File: config.mk
export PLATFORM = sky130hd
export DESIGN_NAME = frame_sequencer
export DESIGN_NICKNAME = d
export VERILOG_FILES = /design/src/rtl/frame_sequencer.sv
export SDC_FILE = /design/constraint.sdc
export NUM_CORES = 1
export LEC_CHECK = 0
export BUFFER_PORTS_ARGS = -buffer_cell sky130_fd_sc_hd__buf_2
export CORE_MARGIN = 2
export CORE_UTILIZATION = 60
export DETAILED_ROUTE_END_ITERATION = 7
export GPL_TIMING_DRIVEN = 1
export PLACE_DENSITY = 0.89
export SYNTH_ARGS = -nofsm -noshare
export SYNTH_HDL_FRONTEND = slang
export SYNTH_SLANG_ARGS = --single-unit
File: constraint.sdc
create_clock -name clk_i -period 5 [get_ports clk_i]
set_input_delay 1.5 -clock clk_i [delete_from_list [all_inputs] [get_ports clk_i]]
set_output_delay 1.5 -clock clk_i [all_outputs]
set_load 0.1 [all_outputs]
File: src/rtl/frame_sequencer.sv
// rtl/frame_sequencer.sv - frame-level pass/flush controller ahead of the Sobel pair
//
// Ports:
//   clk_i, reset_i          single clock, synchronous active-high reset
//   mode_req_i[2:0]         raw button levels, sampled only at frame start
//   valid_i/ready_o/data_i  upstream pixel stream from the unpacker
//   valid_o/ready_i/data_o  downstream pixel stream to the Gx/Gy filters
//   mode_o[1:0]             mode latched for the current frame
//   busy_o                  frame in progress (PASS or FLUSH)
//   frame_done_o            one-cycle pulse after the last beat of a frame
//   frame_cnt_o[7:0]        completed-frame counter, wraps at 256

module frame_sequencer #(
    parameter int width_p      = 320,
    parameter int height_p     = 240,
    parameter int data_width_p = 1,
    parameter int flush_rows_p = 2
) (
    input  logic                    clk_i,
    input  logic                    reset_i,
    input  logic [2:0]              mode_req_i,
    input  logic                    valid_i,
    output logic                    ready_o,
    input  logic [data_width_p-1:0] data_i,
    output logic                    valid_o,
    input  logic                    ready_i,
    output logic [data_width_p-1:0] data_o,
    output logic [1:0]              mode_o,
    output logic                    busy_o,
    output logic                    frame_done_o,
    output logic [7:0]              frame_cnt_o
);

    localparam int rows_max_lp = (height_p > flush_rows_p) ? height_p : flush_rows_p;
    localparam int col_w_lp    = (width_p > 1) ? $clog2(width_p) : 1;
    localparam int row_w_lp    = (rows_max_lp > 1) ? $clog2(rows_max_lp) : 1;

    localparam logic [col_w_lp-1:0] col_last_lp        = col_w_lp'(width_p - 1);
    localparam logic [row_w_lp-1:0] row_last_pass_lp   = row_w_lp'(height_p - 1);
    // Unused when flush_rows_p is 0; the FLUSH state is then unreachable.
    localparam logic [row_w_lp-1:0] row_last_flush_lp  =
        (flush_rows_p > 0) ? row_w_lp'(flush_rows_p - 1) : '0;

    typedef enum logic [1:0] {
        IDLE_S  = 2'd0,
        PASS_S  = 2'd1,
        FLUSH_S = 2'd2
    } state_t;

    state_t              state;
    logic [col_w_lp-1:0] col;
    logic [row_w_lp-1:0] row;
    logic                handshake;
    logic                col_end;

    // One-hot button decode; anything ambiguous falls back to magnitude.
    function automatic logic [1:0] decode_mode(input logic [2:0] req);
        case (req)
            3'b001:  decode_mode = 2'd1;
            3'b010:  decode_mode = 2'd2;
            3'b100:  decode_mode = 2'd3;
            default: decode_mode = 2'd0;
        endcase
    endfunction

    // Stream muxing is combinational so PASS adds no latency and an
    // unaccepted pixel simply stays on data_i under upstream hold.
    always_comb begin
        valid_o = 1'b0;
        ready_o = 1'b0;
        data_o  = '0;
        case (state)
            PASS_S: begin
                valid_o = valid_i;
                ready_o = ready_i;
                data_o  = data_i;
            end
            FLUSH_S: begin
                valid_o = 1'b1;
                ready_o = 1'b0;
                data_o  = '0;
            end
            default: begin
                valid_o = 1'b0;
                ready_o = 1'b0;
                data_o  = '0;
            end
        endcase
    end

    assign handshake = valid_o & ready_i;
    assign col_end   = (col == col_last_lp);
    assign busy_o    = (state != IDLE_S);

    always_ff @(posedge clk_i) begin
        if (reset_i) begin
            state        <= IDLE_S;
            col          <= '0;
            row          <= '0;
            mode_o       <= 2'd0;
            frame_done_o <= 1'b0;
            frame_cnt_o  <= 8'd0;
        end else begin
            frame_done_o <= 1'b0;
            case (state)
                IDLE_S: begin
                    col <= '0;
                    row <= '0;
                    if (valid_i) begin
                        state  <= PASS_S;
                        mode_o <= decode_mode(mode_req_i);
                    end
                end
                PASS_S: begin
                    if (handshake) begin
                        if (col_end) begin
                            col <= '0;
                            if (row == row_last_pass_lp) begin
                                row <= '0;
                                if (flush_rows_p > 0) begin
                                    state <= FLUSH_S;
                                end else begin
                                    state        <= IDLE_S;
                                    frame_done_o <= 1'b1;
                                    frame_cnt_o  <= frame_cnt_o + 8'd1;
                                end
                            end else begin
                                row <= row + 1'b1;
                            end
                        end else begin
                            col <= col + 1'b1;
                        end
                    end
                end
                FLUSH_S: begin
                    if (handshake) begin
                        if (col_end) begin
                            col <= '0;
                            if (row == row_last_flush_lp) begin
                                row          <= '0;
                                state        <= IDLE_S;
                                frame_done_o <= 1'b1;
                                frame_cnt_o  <= frame_cnt_o + 8'd1;
                            end else begin
                                row <= row + 1'b1;
                            end
                        end else begin
                            col <= col + 1'b1;
                        end
                    end
                end
                default: begin
                    state <= IDLE_S;
                    col   <= '0;
                    row   <= '0;
                end
            endcase
        end
    end

endmodule

==> run_results.csv, run 1 <==
group,metric,value,unit
worst_setup_path,arrival,2.33,ns
timing,max_freq,261,MHz
pwr,cellLeakagePower,0.000678,uW
grt,track_usage,25.3,%
grt,grt_pass1_wl,6280,um
clock_network,path_clk_slew,0.10,ns
timing,setup_viol,0,
die,die_w,55.8,um
worst_setup_path,worst-path-max-fanout,5,
cells_and_area,design_area,0.00179,mm2
cells_and_area,drive_gt1_share,15.6,%
pwr,power_switching,326,uW
die,coreArea,0.00252,mm2
placed_design,gp_congestion,0.868,
logic_synthesis,yosys_warnings,0,
worst_setup_path,cp_data_required_time,3.50,ns
detailed_routing,wl_per_cell,14.0,um
detailed_routing,wl,3470,um
clock_network,htreeDepth,2,
placed_design,post_dp_cell_area,0.00173,mm2
timing,clock_skew,0.0121,ns
pwr,total_power,725,uW
clock_network,worst_skew_pair.late_latency,0.34,ns
grt,grt_pass1_vias,1490,
worst_setup_path,critical_path.endpoint_type,"output pin",
logic_synthesis,netlist_area,0.00161,mm2
logic_synthesis,avgSynthCellArea,8.36,um2
clock_network,cts_buffers,5,
timing,relSlewSlack,43.8,%
clock_network,clkSinkCount,30,
timing,whs,0.489,ns
pwr,swShare,45.0,%
cells_and_area,area_delta_synth_final,11.2,%
cells_and_area,antenna_cells,0,
grt,grt_max_degree,22,
detailed_routing,vias_per_cell,6.18,
placed_design,dp_hpwl,2580,um
clock_network,cts_resized,0,
clock_network,post_cts_buffers,0,
die,start_util,63.9,%
logic_synthesis,ys_ff_latch,30,
clock_network,root_buffer,"clkbuf_4",
logic_synthesis,ys.flop_type,"dfxtp_1",
die,num_rows,18,
clock_network,cts_buffer_depth,2,
worst_setup_path,max_stage_delay,0.42,ns
logic_synthesis,synth_area_leaders,"dfxtp_1 37%, ha_1 7.0%, nand2_1 5.4%",
pwr,pwr-share-comb,43.3,%
worst_setup_path,critPathMostFrequentCell,"buf_2",
detailed_routing,drcViolationCount,0,
logic_synthesis,yosysUniqueCellTypes,41,
logic_synthesis,synthArstFlopShare,0,%
die,ios,23,
timing,setup_slack,1.17,ns
die,dieHeight,55.8,um
timing,fin_crit_sh,76.6,%
placed_design,io_buffers,22,
job,cap_violations,0,
pwr,internal_power,399,uW
worst_setup_path,critPathKind,"input port to output pin",
worst_setup_path,slowest_stage,"buf_2",
detailed_routing,drt_first_pass_iters,4,
die,die_area,0.00312,mm2
detailed_routing,final_antenna_net_count,0,
cells_and_area,fin_nets,234,
clock_network,cts_hold_buffers,0,
detailed_routing,num_vias,1532,
timing,min_period,3.83,ns
worst_hold_path,hold_path_class,"flip-flop to flip-flop",
worst_setup_path,start_kind,"input port",
worst_setup_path,cp_cell_sequence,"buf_2, a21o_1, and2_1, buf_2",
pwr,pwr-share-seq,35.5,%
placed_design,place_ws,1.18,ns
grt,antenna_found_initial,0,
outcome,status,"finished clean",
detailed_routing,drt_iter0_drc,31,
grt,overflow,0,
logic_synthesis,synth.top_cell.area_share,37.2,%
timing,drv_slew,0,
pwr,powerDensity,404,mW/mm2
timing,rsz0062_at_grt,"no",
logic_synthesis,syn-instance-count,193,
clock_network,cts_tree,"built",
logic_synthesis,yosys.area.top_type,"dfxtp_1",
logic_synthesis,yosysSeqAreaShare,37.2,%
timing,hold_viol_final,0,
pwr,clockPowerShare,21.1,%
timing,fin_tns_setup,0,ns
logic_synthesis,syn-num-nets,210,
pwr,ir_drop,0.485,mV
timing,worst_pin_slew,0.836,ns
logic_synthesis,synth_edf_count,0,
==> power by group through the flow <==
| stage | clock network (uW) | registers, uW | logic (uW) |
|---|---|---|---|
| after CTS | 155 | 258 | 314 |
| final | 153 | 258 | 314 |
| after floorplan | 0 | 272 | 255 |
| after global placement | 0 | 261 | 296 |
| after detailed placement | 0 | 263 | 312 |
| after global routing | 168 | 259 | 341 |
==> cell families after synthesis <==
logic type | share of synthesized area, %
compound gates | 16.4
xor+xnor | 5.43
fa+ha+maj | 6.98
buf+inv | 3.26
flops | 37.2
mux | 1.24
simple gates | 29.4
==> metal layers <==
layer | wire [um] | vias to the layer above | part of all wire [%] | track usage, %
met4 | 62 | 0 | 1.8 | 11.2
met5 | 0 | - | 0 | 0
li1 | - | 746 | - | -
met2 | 1700 | 58 | 49 | 43.0
met1 | 1440 | 719 | 41 | 29.5
met3 | 269 | 9 | 7.8 | 7.44
==> flip-flops by register name, summed over array words and instances (netlist names) <==
name          cells
col               9
frame_cnt_o       8
frame_done_o      1
mode_o            2
row               8
state             2
==> cell usage after synthesis, types with 3 or more instances <==
cell      count
ha_1          9
clkbuf_1      4
and3_1        5
nand3_1       7
dfxtp_1      30
or3_1         7
o21ai_0       9
nor2_1       15
xor2_1        3
nand2_1      23
inv_1         6
and2_1        6
nor3_1        6
nand4b_1      4
or4_1         3
a21oi_1      15
nand4_1       3
xnor2_1       7
==> cell type report <==
class	instances	area, um2
multi-input cells	151	960
clock inverters	1	5.00
flip-flops and latches	30	601
clock buffers	7	55.1
repair buffers	22	110
fillers	196	728
inverters	7	26.3
well taps	30	37.5
==> cells in the final DEF, fill, tap and decap left out, types with 7 or more instances in the layout <==
master    n
a21oi_1  15
buf_2    22
dfxtp_1  30
ha_1      9
nand2_1  23
nand3_1   7
nor2_1   15
o21ai_0   9
or3_1     7
xnor2_1   7
==> worst max-delay path, delay by kind of cell <==
| kind | cells | cell delay (ns) |
|---|---|---|
| AND/OR/NAND/NOR | 1 | 0.13 |
| buffers and inverters | 2 | 0.53 |
| AO/OA/AOI/OAI | 1 | 0.17 |
==> stage by stage <==
step / utilization [%] / cells
after CTS: 71.1 / 248
after detailed placement: 68.8 / 240
after global routing: 71.1 / 248
after floorplan: - / 193
final: 71.1 / 248
after global placement: 68.8 / 240
==> worst paths after layout <==
path / start / endpoint / slack (ns) / cells after the start
worst min register to register: frame_cnt_o[7] / frame_cnt_o[7] / 0.49 / 2
worst max-delay path: valid_i / valid_o / 1.17 / 4
worst max register to register: state[0] / state[0] / 2.23 / 7
worst min-delay path: frame_cnt_o[7] / frame_cnt_o[7] / 0.49 / 2
Note: power is estimated with default switching activity, not from simulation.
==> run 2, diff against run 1 <==
ABC_AREA = 1   (was not set)
CORE_UTILIZATION = 57   (was 60)
PLACE_DENSITY = 0.85   (was 0.89)
clock period = 3.9 ns   (was 5 ns; I/O delays follow)
==> run 2 against run 1 <==
Compared with the run above: non-clock buffer count did not move; flip-flop and latch count did not move; power rose by 34%; die area rose by 19%; setup slack got worse by 0.38 ns; clock skew barely moved; critical path type unchanged; largest cell class unchanged.
==> run_results.csv, run 2 <==
group,metric,value,unit
cells_and_area,largest_register_ffs,9,
logic_synthesis,netlist_area,0.00184,mm2
clock_network,root_buffer,"clkbuf_4",
worst_setup_path,slowest_stage,"buf_2",
worst_setup_path,cp_cell_sequence,"buf_2, nand2_1, nand2_4, nand2_1, inv_1, buf_2",
timing,max_freq,322,MHz
grt,antenna_found_initial,0,
worst_setup_path,critPathKind,"input port to output pin",
worst_setup_path,critical_path.endpoint_type,"output pin",
pwr,pwr-share-seq,34.1,%
timing,clock_skew,0.0120,ns
timing,hold_viol_final,0,
cells_and_area,final_cell_mix,"61 x nand2_1, 40 x inv_1, 30 x nor2_1, 30 x dfxtp_1, 24 x nand3_1",
logic_synthesis,ys.flop_type,"dfxtp_1",
worst_setup_path,reg2reg_from,"state[0]",
clock_network,cts_buffer_depth,2,
pwr,power_switching,444,uW
detailed_routing,wl_per_cell,9.98,um
detailed_routing,final_antenna_net_count,0,
worst_setup_path,worstRegToRegCells,9,
worst_setup_path,cp-endpoint,"valid_o",
grt,track_usage,21.0,%
timing,setup_viol,0,
die,die_w,60.8,um
logic_synthesis,ys_ff_latch,30,
timing,relSlewSlack,67.9,%
worst_setup_path,r2r_slack,2.01,ns
clock_network,clkSinkCount,30,
placed_design,io_buffers,22,
pwr,cellLeakagePower,0.000927,uW
cells_and_area,area_delta_synth_final,11.2,%
logic_synthesis,synth_compound_area_share,9.04,%
die,coreArea,0.00305,mm2
timing,rsz0062_at_grt,"no",
worst_hold_path,hold_path_class,"flip-flop to flip-flop",
cells_and_area,regMostFlops,"col",
cells_and_area,final_common_cell,"nand2_1",
grt,grt_pass1_vias,1430,
pwr,pwr-share-comb,46.1,%
logic_synthesis,synth-simple-area-share,38.2,%
grt,grt_pass1_wl,5780,um
detailed_routing,drt_iter0_drc,94,
placed_design,gp_congestion,0.874,
cells_and_area,top_regs,"col: 9 flops, frame_cnt_o: 8 flops, row: 8 flops",
logic_synthesis,syn-num-nets,287,
grt,grt_max_degree,18,
outcome,status,"finished clean",
worst_setup_path,path_buf_inv,3,
clock_network,cts_hold_buffers,0,
logic_synthesis,synthMostInstantiatedCell,"nand2_1",
die,die_area,0.00370,mm2
clock_network,htreeDepth,2,
cells_and_area,drive_gt1_share,18.2,%
logic_synthesis,yosysUniqueCellTypes,29,
logic_synthesis,synthTopCellsByCount,"61 x nand2_1, 40 x inv_1, 30 x dfxtp_1, 30 x nor2_1, 24 x nand3_1",
detailed_routing,wl,3400,um
worst_setup_path,worst-path-max-fanout,3,
logic_synthesis,synth_xor_area_share,3.80,%
logic_synthesis,yosysSeqAreaShare,32.6,%
logic_synthesis,synth_top_family_by_area,"simple AND/OR/NAND/NOR gates",
pwr,internal_power,526,uW
worst_setup_path,critPathTopFamily,"buffers and inverters",
detailed_routing,drt_first_pass_iters,4,
logic_synthesis,synth_edf_count,0,
worst_setup_path,start_kind,"input port",
logic_synthesis,yosys.area.top_type,"dfxtp_1",
clock_network,cts_resized,0,
logic_synthesis,synthMuxAreaShare,0,%
clock_network,cts_tree,"built",
logic_synthesis,synth-adder-area-share,6.11,%
logic_synthesis,avgSynthCellArea,6.82,um2
job,cap_violations,0,
timing,fin_tns_setup,0,ns
die,dieHeight,60.8,um
logic_synthesis,synth_area_leaders,"dfxtp_1 33%, nand2_1 12%, inv_1 8.2%",
detailed_routing,drcViolationCount,0,
timing,min_period,3.11,ns
logic_synthesis,synthArstFlopShare,0,%
cells_and_area,fin_nets,313,
clock_network,post_cts_buffers,0,
die,num_rows,20,
die,ios,23,
clock_network,cts_buffers,5,
detailed_routing,vias_per_cell,4.84,
pwr,swShare,45.7,%
worst_setup_path,max_stage_delay,0.41,ns
pwr,clockPowerShare,19.8,%
logic_synthesis,synth.top_cell.area_share,32.6,%
cells_and_area,antenna_cells,0,
worst_setup_path,arrival,1.94,ns
logic_synthesis,yosys_warnings,0,
timing,worst_pin_slew,0.486,ns
clock_network,worst_skew_pair.late_latency,0.34,ns
grt,overflow,0,
pwr,ir_drop,0.256,mV
die,start_util,60.3,%
worst_setup_path,cp-startpoint,"valid_i",
timing,fin_crit_sh,79.6,%
timing,drv_slew,0,
detailed_routing,num_vias,1652,
placed_design,dp_hpwl,2570,um
worst_setup_path,reg2reg_to,"col[5]",
timing,whs,0.467,ns
worst_setup_path,cp.depth,6,
logic_synthesis,syn-instance-count,270,
clock_network,path_clk_slew,0.09,ns
worst_setup_path,cp_data_required_time,2.73,ns
pwr,powerDensity,474,mW/mm2
## run 2: cell types whose count changed in the layout (fill, tap and decap cells not counted), moves of 6 or more
cell,previous run,this run
o21ai_0,9,3
and2_1,6,0
nand3_1,7,24
nand2_1,23,61
nor2_1,15,30
a21oi_1,15,21
o21ai_1,0,6
inv_1,6,40
or3_1,7,0
## run 2: layout make-up
| type | instances | area [um2] |
|---|---|---|
| Inverter | 45 | 169 |
| Fill cell | 279 | 1000 |
| Timing Repair Buffer | 22 | 110 |
| Clock buffer | 7 | 55.1 |
| Sequential cell | 30 | 601 |
| Multi-Input combinational cell | 192 | 1050 |
| Tap cell | 44 | 55.1 |
| Clock inverter | 1 | 5.00 |
## run 2: worst min-delay path, cell delays in order, from the launching register on
cell and delay [ns]:
dfxtp_1 0.32, nand2_1 0.06, a21oi_1 0.05
## run 2: kinds of logic (layout without fill, tap and decap cells)
| logic type | count (synthesis) | after routing |
|---|---|---|
| AND/OR/NAND/NOR | 143 | 143 |
| adder cells (fa/ha/maj) | 9 | 9 |
| XOR/XNOR | 8 | 8 |
| AO/OA/AOI/OAI | 32 | 32 |
| buffers and inverters | 48 | 75 |
| flip-flops | 30 | 30 |
## run 2: layer usage
metal	vias to the layer above	wire length, um	global-route usage, %
met1	719	1600	25.9
met2	24	1610	34.9
met3	9	123	5.12
met5	-	0	0
met4	0	64	9.32
li1	900	-	-
## run 2: per-stage QoR
step	total power [uW]	area, um2	instances	setup slack, ns	utilization [%]
after floorplan	714	1840	270	0.784	-
after global placement	779	1990	333	0.804	65.1
after detailed placement	785	1990	333	0.792	65.1
after CTS	980	2050	341	0.787	67.1
after global routing	1040	2050	341	0.756	67.1
final	970	2050	341	0.794	67.1
## run 2: worst min-delay path by stage
stage               slack [ns]  depth (start not counted)        end       from
detailed placement        0.46                          2  mode_o[0]  mode_o[0]
global placement          0.45                          2  mode_o[0]  mode_o[0]
floorplan                 0.45                          2     col[2]     col[2]
global route              0.50                          2     col[2]     col[2]
finish                    0.47                          2  mode_o[0]  mode_o[0]
CTS                       0.47                          2  mode_o[0]  mode_o[0]
## run 2: power groups by stage
stage                     registers [uW]  clock network, uW  logic [uW]
final                                331                192         447
after global routing                 333                213         496
after CTS                            331                201         448
after detailed placement             338                  0         447
after global placement               338                  0         441
after floorplan                      359                  0         355
